## src/rtl/sorted_ram_streamer.sv

```systemverilog
// rtl/sorted_ram_streamer.sv - streams sorter RAM contents 0..last_addr on a valid/ready port
//
// Purpose: after a sort completes, reads the RAM from address 0 up to a
// latched last address and streams each element out, flagging any element
// that is smaller than the one transferred before it.
//
// Ports:
//   i_clk, i_rst          clock (rising edge), asynchronous active-high reset
//   i_start, i_last_addr  run request (taken only when idle) and last index
//   o_rd_en, o_rd_addr    RAM read strobe and address
//   i_rd_data             RAM data, valid the cycle after o_rd_en
//   o_valid, o_data,
//   o_last, i_ready       output element stream
//   o_busy, o_done        run in progress / one-cycle completion pulse
//   o_order_err           sticky non-decreasing order violation
module sorted_ram_streamer #(
  parameter int SIZE_ADDR = 4,
  parameter int SIZE_DATA = 8
) (
  input  logic                 i_clk,
  input  logic                 i_rst,
  input  logic                 i_start,
  input  logic [SIZE_ADDR-1:0] i_last_addr,
  output logic                 o_rd_en,
  output logic [SIZE_ADDR-1:0] o_rd_addr,
  input  logic [SIZE_DATA-1:0] i_rd_data,
  output logic                 o_valid,
  output logic [SIZE_DATA-1:0] o_data,
  output logic                 o_last,
  input  logic                 i_ready,
  output logic                 o_busy,
  output logic                 o_done,
  output logic                 o_order_err
);

  localparam logic [1:0] S_IDLE  = 2'd0;
  localparam logic [1:0] S_READ  = 2'd1;
  localparam logic [1:0] S_DRAIN = 2'd2;
  localparam logic [1:0] S_DONE  = 2'd3;

  localparam logic [SIZE_ADDR-1:0] ADDR_ONE = 1;

  logic [1:0]           state;
  logic [SIZE_ADDR-1:0] last_addr;
  logic [SIZE_ADDR-1:0] rd_ptr;
  // inflight marks that the RAM is presenting data for last cycle's read
  logic                 inflight;
  logic                 inflight_last;

  logic [SIZE_DATA-1:0] fifo_data [2];
  logic                 fifo_last [2];
  logic                 wr_sel;
  logic                 rd_sel;
  logic [1:0]           count;

  logic [SIZE_DATA-1:0] prev_data;
  logic                 have_prev;
  logic                 order_err;

  logic                 pop;
  logic                 push;
  logic [2:0]           occ;
  logic                 rd_issue;
  logic                 at_last;
  logic                 drain_done;

  assign o_valid = (count != 2'd0);
  assign pop     = o_valid && i_ready;
  assign push    = inflight;

  // Occupancy the FIFO will see once this cycle's pop and the pending
  // capture settle; a new read is allowed only while that leaves a slot.
  assign occ      = {1'b0, count} + {2'b00, inflight} - {2'b00, pop};
  assign rd_issue = (state == S_READ) && (occ < 3'd2);
  assign at_last  = (rd_ptr == last_addr);

  // The final transfer may happen on the very edge that leaves DRAIN.
  assign drain_done = !inflight && ((count == 2'd0) || ((count == 2'd1) && pop));

  assign o_rd_en     = rd_issue;
  assign o_rd_addr   = rd_ptr;
  assign o_data      = fifo_data[rd_sel];
  assign o_last      = o_valid && fifo_last[rd_sel];
  assign o_busy      = (state != S_IDLE);
  assign o_done      = (state == S_DONE);
  assign o_order_err = order_err;

  always_ff @(posedge i_clk or posedge i_rst) begin
    if (i_rst) begin
      state     <= S_IDLE;
      last_addr <= '0;
      rd_ptr    <= '0;
    end else begin
      case (state)
        S_IDLE: begin
          if (i_start) begin
            last_addr <= i_last_addr;
            rd_ptr    <= '0;
            state     <= S_READ;
          end
        end
        S_READ: begin
          if (rd_issue) begin
            rd_ptr <= rd_ptr + ADDR_ONE;
            if (at_last) begin
              state <= S_DRAIN;
            end
          end
        end
        S_DRAIN: begin
          if (drain_done) begin
            state <= S_DONE;
          end
        end
        default: begin
          state <= S_IDLE;
        end
      endcase
    end
  end

  // Read pipeline and 2-entry FIFO; the last tag rides with its read.
  always_ff @(posedge i_clk or posedge i_rst) begin
    if (i_rst) begin
      inflight      <= 1'b0;
      inflight_last <= 1'b0;
      fifo_data[0]  <= '0;
      fifo_data[1]  <= '0;
      fifo_last[0]  <= 1'b0;
      fifo_last[1]  <= 1'b0;
      wr_sel        <= 1'b0;
      rd_sel        <= 1'b0;
      count         <= 2'd0;
    end else begin
      inflight      <= rd_issue;
      inflight_last <= rd_issue && at_last;
      if (push) begin
        fifo_data[wr_sel] <= i_rd_data;
        fifo_last[wr_sel] <= inflight_last;
        wr_sel            <= ~wr_sel;
      end
      if (pop) begin
        rd_sel <= ~rd_sel;
      end
      count <= count + {1'b0, push} - {1'b0, pop};
    end
  end

  // Order check over transferred elements; the first of a run has no
  // predecessor and is never flagged.
  always_ff @(posedge i_clk or posedge i_rst) begin
    if (i_rst) begin
      prev_data <= '0;
      have_prev <= 1'b0;
      order_err <= 1'b0;
    end else if ((state == S_IDLE) && i_start) begin
      have_prev <= 1'b0;
      order_err <= 1'b0;
    end else if (pop) begin
      if (have_prev && (o_data < prev_data)) begin
        order_err <= 1'b1;
      end
      prev_data <= o_data;
      have_prev <= 1'b1;
    end
  end

endmodule

```

## config.mk

```make
export PLATFORM = sky130hd
export DESIGN_NAME = sorted_ram_streamer
export DESIGN_NICKNAME = d
export VERILOG_FILES = /design/src/rtl/sorted_ram_streamer.sv
export SDC_FILE = /design/constraint.sdc
export NUM_CORES = 1
export LEC_CHECK = 0
export CAP_MARGIN = 30
export CORE_AREA = 2 2 67 69
export DETAILED_ROUTE_END_ITERATION = 7
export DIE_AREA = 0 0 69 71
export GPL_TIMING_DRIVEN = 0
export PLACE_DENSITY = 0.84
export SKIP_LAST_GASP = 1
export SLEW_MARGIN = 20
export SYNTH_ARGS = -nofsm -noshare
export SYNTH_HDL_FRONTEND = slang
export SYNTH_SLANG_ARGS = --single-unit
export TNS_END_PERCENT = 50
```

## constraint.sdc

```tcl
create_clock -name i_clk -period 6.9 [get_ports i_clk]
set_input_delay 1.38 -clock i_clk [delete_from_list [all_inputs] [get_ports i_clk]]
set_output_delay 1.38 -clock i_clk [all_outputs]
set_load 0.005 [all_outputs]
```

-- Word level (Yosys, flattened, before mapping)
Index checks and enable logic that the tools add are counted.
- bits of input ports: 16
- register bits: 44
- output and inout port bits: 18
- word-level logic and storage cells: 87
- bitwise operators: 5
- equality and inequality tests: 9
- reduce and logical (&&, ||, !) cells: 23
- magnitude comparators: 5
- muxes and demuxes: 25
- $add $sub $neg: 5
- operators with widths (cell ; count):
    2-to-1 mux 8 bit ; 4
    bitwise mux 16 bit ; 1
    nonzero test 2 bit ; 5
    logical AND 1 bit ; 9
    2-to-1 mux 1 bit ; 9
    demux 8 bit (select 1 bit) ; 1
    < comparator 8 bit ; 1
    2-to-1 mux 2 bit ; 4
    2-to-1 mux 4 bit ; 2
    != test 2 bit, second input constant ; 4
    one-hot mux 4 bit (2 select lines) ; 1
    one-hot mux 2 bit (3 select lines) ; 1
    AND reduction 2 bit ; 3
    adder 4 x 1 -> 4 bit, second input constant ; 1
    == test 2 x 1 -> 1 bit, second input constant ; 2
    == test 2 bit, second input constant ; 2
    == test 4 bit ; 1
    greater-or-equal comparator 2 bit, second input constant ; 2
    zero test 2 bit ; 2
    NOT 1 -> 2 bit ; 2
    AND reduction 4 bit ; 1
    adder 2 x 1 -> 3 bit ; 1
    < comparator 3 x 2 -> 1 bit, second input constant ; 1
    NOT 1 bit ; 3
    other kinds (9) ; 9

-- Depth between registers and ports, before layout
- depth after elaboration: 9
- gate-level depth with buffers: 10
- depth with buffers taken out: 10

-- Worst setup path after synthesis
Ideal clock, no wire load.
- kind: input to output
- start point: input i_ready
- end point: output o_rd_en
- data required time: 5.520 ns
- stages: 9
- arrival: 2.878 ns
- slack: 2.642 ns
- path buffers: 0
- cells stage by stage: o21ai_2 > inv_1 > ha_1 > inv_1 > ha_1 > fa_1 > xnor2_2 > nor2_1 > and2_1
- longest elaborated chain between the ends: 4
- ends and longest elaborated chain (what ; RTL line ; RTL):
    from (decl) ; 30 ; input logic i_ready,
    logical AND 1 bit ; 68 ; assign pop = o_valid && i_ready;
    via pop ; 60 ; logic pop;
    subtractor 3 x 1 -> 3 bit ; 73 ; assign occ = {1'b0, count} + {2'b00, inflight} - {2'b00, pop};
    < comparator 3 x 2 -> 1 bit ; 74 ; assign rd_issue = (state == S_READ) && (occ < 3'd2);
    logical AND 1 bit ; 74 ;
    to (decl) ; 24 ; output logic o_rd_en,
The timed path passes the listed nets, and every way through them passes these cells.

-- Final worst setup path
Same ends and word-level chain as after synthesis.

==> impl_metrics.json <==
{
  "status": "finished, final reports clean",
  "timing.fmax_ghz": 0.187,
  "wire_per_inst_um": 14.5,
  "antenna_left": 0,
  "ir_drop_v": 0.000213,
  "cts_setup_buffers": 0,
  "setup.worst_path.end_class": "output port",
  "ys_seq_area_frac": 0.493,
  "finalWirelength_um": 4070,
  "hold_viol_final": 0,
  "slew_headroom": 0.638,
  "start_util": 0.531,
  "viasPerCell": 5.38,
  "pin_count": 34,
  "core_sq_um": 4200,
  "worstHoldPathCells": 1,
  "grt_pass1_vias": 1582,
  "drv_slew": 0,
  "synth_edf_count": 0,
  "drive_above_1_share": 0.201,
  "synthArstFlopShare": 1.00,
  "cts_root_buf": "clkbuf_8",
  "grt_overflow": 0,
  "yosys.cell_types.count": 39,
  "total_power_mw": 1.29,
  "skew_ps": 12.1,
  "grt_max_degree": 31,
  "gp_congestion": 0.737,
  "r2r_end": "o_rd_addr[3]$_DFFE_PP0P_",
  "top_usage_layer": "met2",
  "rows": 24,
  "n_antenna_cell": 0,
  "clock_latency_ps": 290,
  "critPathMaxFanout": 6,
  "die_h_um": 71,
  "grt_use_met2": 0.294,
  "antenna_found_initial": 0,
  "crit_path_start": "i_ready",
  "first_pass_iters": 5,
  "clock-sinks": 44,
  "avgSynthCellArea_sq_um": 11.9,
  "ys_warn_count": 0,
  "grt_usage": 0.181,
  "die_area_sq_um": 4900,
  "synthFlopType": "dfrtp_1",
  "setup_viol": 0,
  "whs_endpoint": "wr_sel$_DFFE_PP0P_",
  "p_leak_nw": 1.24,
  "place_area_sq_um": 2650,
  "numCtsBuffers": 5,
  "use_met1": 0.245,
  "tns_ps": 0,
  "syn_to_final_growth_pct": 22.8,
  "worst_pin_slew_ps": 542,
  "cts_hold_buf": 0,
  "hold_path.class": "reg -> reg",
  "period_share": 0.775,
  "clockBufferDepth": 2,
  "dp.final_hpwl_um": 3120,
  "cts_tree": "built",
  "stdcell_area_sq_um": 2740,
  "worst_setup_path_start_kind": "primary input",
  "vias": 1513,
  "r2r_start": "count[1]$_DFF_PP0_",
  "grt_pass1_wl_um": 7110,
  "synth_cells": 187,
  "fin_nets": 260,
  "fp.dieW_um": 69,
  "synth_fp_nets": 219,
  "synth-seq-cells": 44,
  "rsz0062_at_grt": "no",
  "use_met3": 0.0328,
  "reg2reg_depth": 10,
  "cp_data_arrival_time_ps": 3970,
  "cp.required_ps": 5520,
  "netlist_area_sq_um": 2230,
  "io_buffers": 33,
  "maxCapViolCount": 0,
  "h-tree-depth": 2,
  "crit_type": "in -> out",
  "drtIter0Drc": 100,
  "p_per_area_nw_per_um2": 471,
  "worstHoldStart": "wr_sel$_DFFE_PP0P_",
  "fin_crit_ps": 5350,
  "ff2ff_setup_slack_ps": 4120,
  "cts_resized": 0,
  "drc": 0,
  "clk_pin_slew_ps": 70
}
layout by cell type (no fill, tap or decap), drive strengths merged, types with 2 or more instances in the layout:
cell type      synthesis  routed
a21oi                  3       3
a22o                   4       4
a31oi                  2       2
buf                    2       3
clkbuf                 2       9
clkdlybuf4s50          0      33
dfrtp                 44      44
ha                    15      15
inv                   18      18
mux2                  32      32
mux2i                  4       4
nand2                 11      11
nand2b                 3       3
nand3                  2       2
nor2                   4       4
nor2b                  2       2
nor3                   3       3
o21ai                 12      12
xnor2                  2       2
xor2                   5       5
final cells by class:
type	count	area [sq um]
clock buffers	7	86.3
multi-input cells	121	1050
repair buffers	34	350
fillers	322	1460
inverters	18	67.6
well taps	52	65.1
flip-flops and latches	44	1100
plain buffers	4	17.5
clock inverters	1	7.51
through the flow:
step | hold WS [ps] | util | cells | setup WS (ps)
CTS | 489 | 0.652 | 281 | 1550
floorplan | 454 | - | 187 | 2640
detailed placement | 475 | 0.630 | 273 | 1570
global route | 517 | 0.652 | 281 | 1400
global placement | 475 | 0.625 | 272 | 1570
finish | 489 | 0.652 | 281 | 1550
metal layers:
layer | share of wire | vias to the layer above | routed length (um)
li1 | - | 733 | -
met1 | 0.46 | 734 | 1860
met2 | 0.48 | 36 | 1970
met3 | 0.037 | 10 | 151
met4 | 0.021 | 0 | 87
met5 | 0 | - | 0
cell families after synthesis:
kind of cell	count (synthesis)	synth area share
muxes	36	0.181
adders and majority gates	16	0.0930
AOI/OAI and AO/OA	29	0.0896
DFF	44	0.493
xor gates and xnor gates	7	0.0308
and+or+nand+nor	33	0.0745
buffers and inverters	22	0.0381
synth_stat cells (all sizes together), types with 2 or more instances:
| library cell | count | area (sq um) |
|---|---|---|
| dfrtp | 44 | 1100 |
| mux2 | 32 | 364 |
| inv | 18 | 67.6 |
| ha | 15 | 188 |
| o21ai | 12 | 63.8 |
| nand2 | 11 | 41.3 |
| xor2 | 5 | 43.8 |
| a22o | 4 | 35.0 |
| mux2i | 4 | 40.0 |
| nor2 | 4 | 15.0 |
| a21oi | 3 | 15.0 |
| nand2b | 3 | 18.8 |
| nor3 | 3 | 15.0 |
| a31oi | 2 | 12.5 |
| buf | 2 | 10.0 |
| clkbuf | 2 | 7.51 |
| nand3 | 2 | 10.0 |
| nor2b | 2 | 12.5 |
| xnor2 | 2 | 25.0 |
flip-flops by register name (all words and copies together), names as in the netlist, 2 cells and up:
name       count
count          2
fifo_data     16
fifo_last      2
last_addr      4
o_rd_addr      4
prev_data      8
state          2
worst max path at each step:
stage	slack, ps	to	depth (start not counted)
4_1_cts	1550	o_rd_en	11
5_1_grt	1400	o_rd_en	11
6_report	1550	o_rd_en	11
3_3_place_gp	1570	o_rd_en	11
3_5_place_dp	1570	o_rd_en	11
2_1_floorplan	2640	o_rd_en	9
worst max-delay path, stage by stage:
cell,delay (ps)
clkdlybuf4s50_1,450
o21ai_2,120
inv_1,100
ha_1,280
inv_1,40
ha_1,180
fa_1,410
xnor2_2,300
nor2_1,80
and2_1,190
clkdlybuf4s50_1,440
where the power goes:
part	switching, mW	total, mW	internal [mW]
logic	0.314	0.679	0.366
registers	0.0709	0.448	0.377
clock network	0.0840	0.165	0.0814
total	0.469	1.29	0.824
(Power assumes the default switching activity.)
==> patch 1 (same flow settings) <==
Set the parameter `SIZE_ADDR` to 8 (it was 4).
--- a/src/rtl/sorted_ram_streamer.sv
+++ b/src/rtl/sorted_ram_streamer.sv
@@ -14,7 +14,7 @@
 //   o_busy, o_done        run in progress / one-cycle completion pulse
 //   o_order_err           sticky non-decreasing order violation
 module sorted_ram_streamer #(
-  parameter int SIZE_ADDR = 4,
+  parameter int SIZE_ADDR = 8,
   parameter int SIZE_DATA = 8
 ) (
   input  logic                 i_clk,
Interface: changed (resized i_last_addr and o_rd_addr); port bits go from 34 to 42. No check against the original RTL was run, so the function may have changed too.
==> patch 1 against the original RTL <==
- worst hold slack hardly changed
- sequential cell count is 8 higher
- global-route usage is 3.2 points higher
- critical path type unchanged
- via count is 14% higher
- cell count is 12% higher
- critical endpoint unchanged
- synthesized area is 16% higher
- critical path depth stayed put
- worst setup slack worse by 0.11 ns
- die area stayed put
- routed wire length is 14% higher
- power is 5.8% higher
- clock skew is 0.0081 ns lower
- design area is 16% higher
==> patch 1: results <==
clock_tree:
  insertion_delay_ns: 0.30
  htree_levels: 2
  cts_root_buf: "clkbuf_8"
  cts_resized: 0
  path_clk_slew_ns: 0.09
  clock_tree.buffer_depth: 2
  cts_setup_buffers: 0
  cts_buffers: 5
timing:
  fin_skew_ns: 0.00406
  max_slew_margin_pct: 59.0
  holdWs_ns: 0.488
place:
  port_buffers: 41
  placed_area_um2: 3080
  finalWeightedCongestion: 0.829
  post-place-ws_ns: 1.41
  dp_hpwl_mm: 3.43
synthesis:
  ys_seq_area_share_pct: 50.3
  synth_area_leaders: "dfrtp_1 (50%), mux2_2 (14%), ha_1 (7.3%)"
  syn-num-nets: 248
  syn_area_per_cell_um2: 12.2
  synth.most_common_cell: "dfrtp_1"
  ys_types: 38
  synthArstFlopShare_pct: 100
  synth_common_cells: "dfrtp_1 (52), mux2_2 (33), inv_1 (19)"
  ys_warn_count: 0
power:
  p_leak_nw: 1.48
  switchingPower_uw: 482
  peakVddDrop_uv: 342
setup_path:
  r2r_start: "count[1]$_DFF_PP0_"
  critPathMaxFanout: 4
  max_stage_delay_ns: 0.45
  worst_path_max_delay_cell: "clkdlybuf4s50_1"
  r2r_cells: 12
  rrSetupSlack_ns: 3.95
  arrival_ns: 4.08
  r2r_end: "state[1]$_DFFE_PP0P_"
final_layout:
  top_register: "fifo_data"
  final_cells: 314
  fillers: 293
  fin_nets: 297
  drive_gt1_share_pct: 18.3
  num_antenna_cells: 0
  largest_reg_flops: 16
routing:
  wirelength_mm: 4.64
  first_iter_violations: 88
  drt-vias-per-instance: 5.47
  dr.pass1.iters: 4
global_route:
  grt_use_total_pct: 21.3
  grt_max_degree: 33
  grt_pass1_vias: 1737
  grt_first_pass_wirelength_mm: 8.16
  grt_antenna_before_repair: 0
hold_path:
  hold_depth: 1
  hp-class: "register to register"
  hp-start: "inflight_last$_DFF_PP0_"
  worstHoldEndpoint: "fifo_last[1]$_DFFE_PP0P_"
outcome:
  outcome: "finished clean"
patch 1: cells by family (layout without fill, tap and decap cells):
kind of cell | after synthesis | after routing | share of synthesized area (%)
xor gates and xnor gates | 17 | 17 | 5.76
buffers and inverters | 23 | 73 | 3.39
AOI/OAI and AO/OA | 20 | 20 | 5.52
and+or+nand+nor | 39 | 39 | 7.45
muxes | 45 | 45 | 19.5
adders and majority gates | 16 | 16 | 8.03
DFF | 52 | 52 | 50.3
patch 1: how the worst max path moves through the flow:
| stage | from | to | slack [ns] | depth (start not counted) |
|---|---|---|---|---|
| floorplan | i_ready | o_rd_en | 2.52 | 9 |
| global placement | i_ready | o_rd_en | 1.46 | 11 |
| detailed placement | i_ready | o_rd_en | 1.41 | 11 |
| CTS | i_ready | o_rd_en | 1.41 | 11 |
| global route | i_ready | o_rd_en | 1.25 | 11 |
| finish | i_ready | o_rd_en | 1.44 | 11 |
patch 1: worst max-delay path, delay by kind of cell:
kind	cells	cell delay [ns]
fa+ha+maj	3	0.83
simple gates	3	0.50
xor+xnor	1	0.40
buf+inv	4	0.98
patch 1: area by class of cell:
class,count,area (um^2),share of cell area [%]
Multi-Input combinational cell,137,1200,37.7
Sequential cell,52,1300,41.0
Inverter,20,75.1,2.36
Clock inverter,1,7.51,0.236
Tap cell,52,65.1,2.05
Clock buffer,7,86.3,2.72
Timing Repair Buffer,42,430,13.6
Buffer,3,12.5,0.394
patch 1: metal layers:
| layer | up-vias | GRT usage [%] | wire (um) |
|---|---|---|---|
| met5 | - | 0 | 0 |
| met4 | 0 | 7.63 | 74 |
| met3 | 8 | 4.27 | 173 |
| met2 | 34 | 35.8 | 2350 |
| met1 | 846 | 27.8 | 2050 |
| li1 | 830 | - | - |
patch 1: power groups by stage:
stage,logic (mW),registers (mW),clock network [mW]
floorplan,0.469,0.499,0
global placement,0.662,0.514,0
finish,0.675,0.514,0.179
global route,0.761,0.531,0.196
detailed placement,0.682,0.520,0
CTS,0.687,0.515,0.182
==> patch 2 (same settings) <==
Without the edit above. Reset style: synchronous (`i_rst`), changed in 3 clocked blocks. Comments in the files are not updated.
--- a/src/rtl/sorted_ram_streamer.sv
+++ b/src/rtl/sorted_ram_streamer.sv
@@ -85,7 +85,7 @@
   assign o_done      = (state == S_DONE);
   assign o_order_err = order_err;
 
-  always_ff @(posedge i_clk or posedge i_rst) begin
+  always_ff @(posedge i_clk) begin
     if (i_rst) begin
       state     <= S_IDLE;
       last_addr <= '0;
@@ -120,7 +120,7 @@
   end
 
   // Read pipeline and 2-entry FIFO; the last tag rides with its read.
-  always_ff @(posedge i_clk or posedge i_rst) begin
+  always_ff @(posedge i_clk) begin
     if (i_rst) begin
       inflight      <= 1'b0;
       inflight_last <= 1'b0;
@@ -148,7 +148,7 @@
 
   // Order check over transferred elements; the first of a run has no
   // predecessor and is never flagged.
-  always_ff @(posedge i_clk or posedge i_rst) begin
+  always_ff @(posedge i_clk) begin
     if (i_rst) begin
       prev_data <= '0;
       have_prev <= 1'b0;
Behaviour: differs if i_rst is asserted again (counterexample within 4 cycles, from zero or initial values and one cycle with i_rst high); with i_rst held inactive, the same outputs for 10 cycles.
==> patch 2 against the original RTL <==
- routed wire length increased by 12%
- power fell by 26%
- synthesized area increased by 0.50%
- worst setup slack lost 0.60 ns
- design area is 0.64% lower
- sequential cell count is 1 higher
- register-to-register slack got worse by 0.72 ns
- worst hold slack got worse by 0.015 ns
- global-route usage is 1.6 points higher
- first-iteration DRC count grew 4.0%
==> patch 2: results <==
final_layout:
  reg_top3: "fifo_data (16), prev_data (8)"
  fillers: 343
  fin_nets: 292
  drive_gt1_share_pct: 9.96
  num_antenna_cells: 0
synthesis:
  ys_types: 42
  syn-num-nets: 252
  synth_edf_count: 18
  ys_seq_area_share_pct: 48.2
  synth_cells: 220
  synth_area_leaders: "dfxtp_1 (24%), edfxtp_1 (24%), ha_1 (8.4%)"
  synth_common_cells: "dfxtp_1 (27), a21oi_1 (24), inv_1 (20)"
  ys_warn_count: 0
  synthArstFlopShare_pct: 0
place:
  port_buffers: 32
  dp_hpwl_mm: 3.32
  finalWeightedCongestion: 0.809
  post-place-ws_ns: 0.990
  placed_area_um2: 2630
  dpl.cell_count: 304
setup_path:
  arrival_ns: 4.57
  critPathMaxFanout: 9
global_route:
  grt_max_degree: 16
  grt_pass1_vias: 1643
  grt_first_pass_wirelength_mm: 7.67
  grt_use_total_pct: 19.7
  grt_antenna_before_repair: 0
clock_tree:
  cts_root_buf: "clkbuf_8"
  cts_resized: 0
outcome:
  outcome: "finished clean"
routing:
  wire_per_inst_um: 14.5
  drt-vias-per-instance: 5.36
  dr.pass1.iters: 4
  wirelength_mm: 4.55
  first_iter_violations: 104
timing:
  worst_pin_slew_ns: 0.887
  fin_skew_ns: 0.00924
power:
  p_leak_nw: 1.05
  peakVddDrop_uv: 194
patch 2: changes by cell type in the layout (fill, tap and decap cells not counted), moves of 5 or more:
cell,unedited run,this run
o21ai_0,11,3
dfrtp_1,44,0
dfxtp_1,0,27
edfxtp_1,0,18
a21oi_1,3,24
xor2_1,5,0
nor2_1,4,18
nand3_1,2,7
xnor2_1,1,6
and2_1,1,18
mux2_2,31,7
patch 2: logic make-up after synthesis:
logic type	share of synthesized area, %
simple gates	16.3
fa+ha+maj	9.25
flops	48.2
compound gates	13.0
mux	5.35
xor+xnor	3.07
buf+inv	4.85
patch 2: final cells by class:
cell class | count | area [um^2] | area share, %
clock buffers | 5 | 68.8 | 2.53
multi-input cells | 147 | 1050 | 38.7
clock inverters | 3 | 21.3 | 0.781
plain buffers | 7 | 30.0 | 1.10
well taps | 52 | 65.1 | 2.39
flip-flops and latches | 45 | 1080 | 39.7
repair buffers | 33 | 325 | 11.9
inverters | 21 | 78.8 | 2.89
patch 2: worst max-delay path: stages:
cell and delay [ns]:
clkdlybuf4s50_1 0.43, o21ai_0 0.21, clkinv_1 0.42, ha_1 0.40, inv_1 0.05, ha_1 0.20, fa_1 0.41, xor2_2 0.23
and2_2 0.18, nand2_1 0.09, inv_1 0.08, clkdlybuf4s50_1 0.49
patch 2: power by group:
group / leakage, nW / internal (mW) / switching, mW / total [mW]
Clock: 0.0462 / 0.0720 / 0.0912 / 0.163
Combinational: 0.599 / 0.203 / 0.234 / 0.437
Sequential: 0.406 / 0.326 / 0.0312 / 0.357
Total: 1.05 / 0.601 / 0.356 / 0.957
patch 2: worst paths after layout:
kind	startpoint	to	slack, ns	depth (start not counted)
max	i_ready	o_rd_en	0.95	12
min	last_addr[1]$_SDFFE_PP0P_	last_addr[1]$_SDFFE_PP0P_	0.47	2
max reg2reg	count[1]$_SDFF_PP0_	state[0]$_SDFFE_PP0P_	3.40	10
min reg2reg	last_addr[1]$_SDFFE_PP0P_	last_addr[1]$_SDFFE_PP0P_	0.47	2
patch 2: metrics by stage:
| step | hold WS (ns) | util, % | power [mW] |
|---|---|---|---|
| floorplan | 0.437 | - | 0.643 |
| global placement | 0.451 | 62.6 | 0.775 |
| detailed placement | 0.463 | 62.6 | 0.791 |
| global route | 0.492 | 64.8 | 1.03 |
| CTS | 0.475 | 64.7 | 0.958 |
| finish | 0.474 | 64.8 | 0.957 |
patch 2: per-layer routing:
metal / share of wire (%) / vias to the layer above / GRT usage (%)
met3: 3.7 / 7 / 3.99
met1: 45 / 800 / 24.8
met2: 50 / 35 / 33.9
met4: 1.2 / 0 / 6.97
li1: - / 836 / -
met5: 0 / - / 0
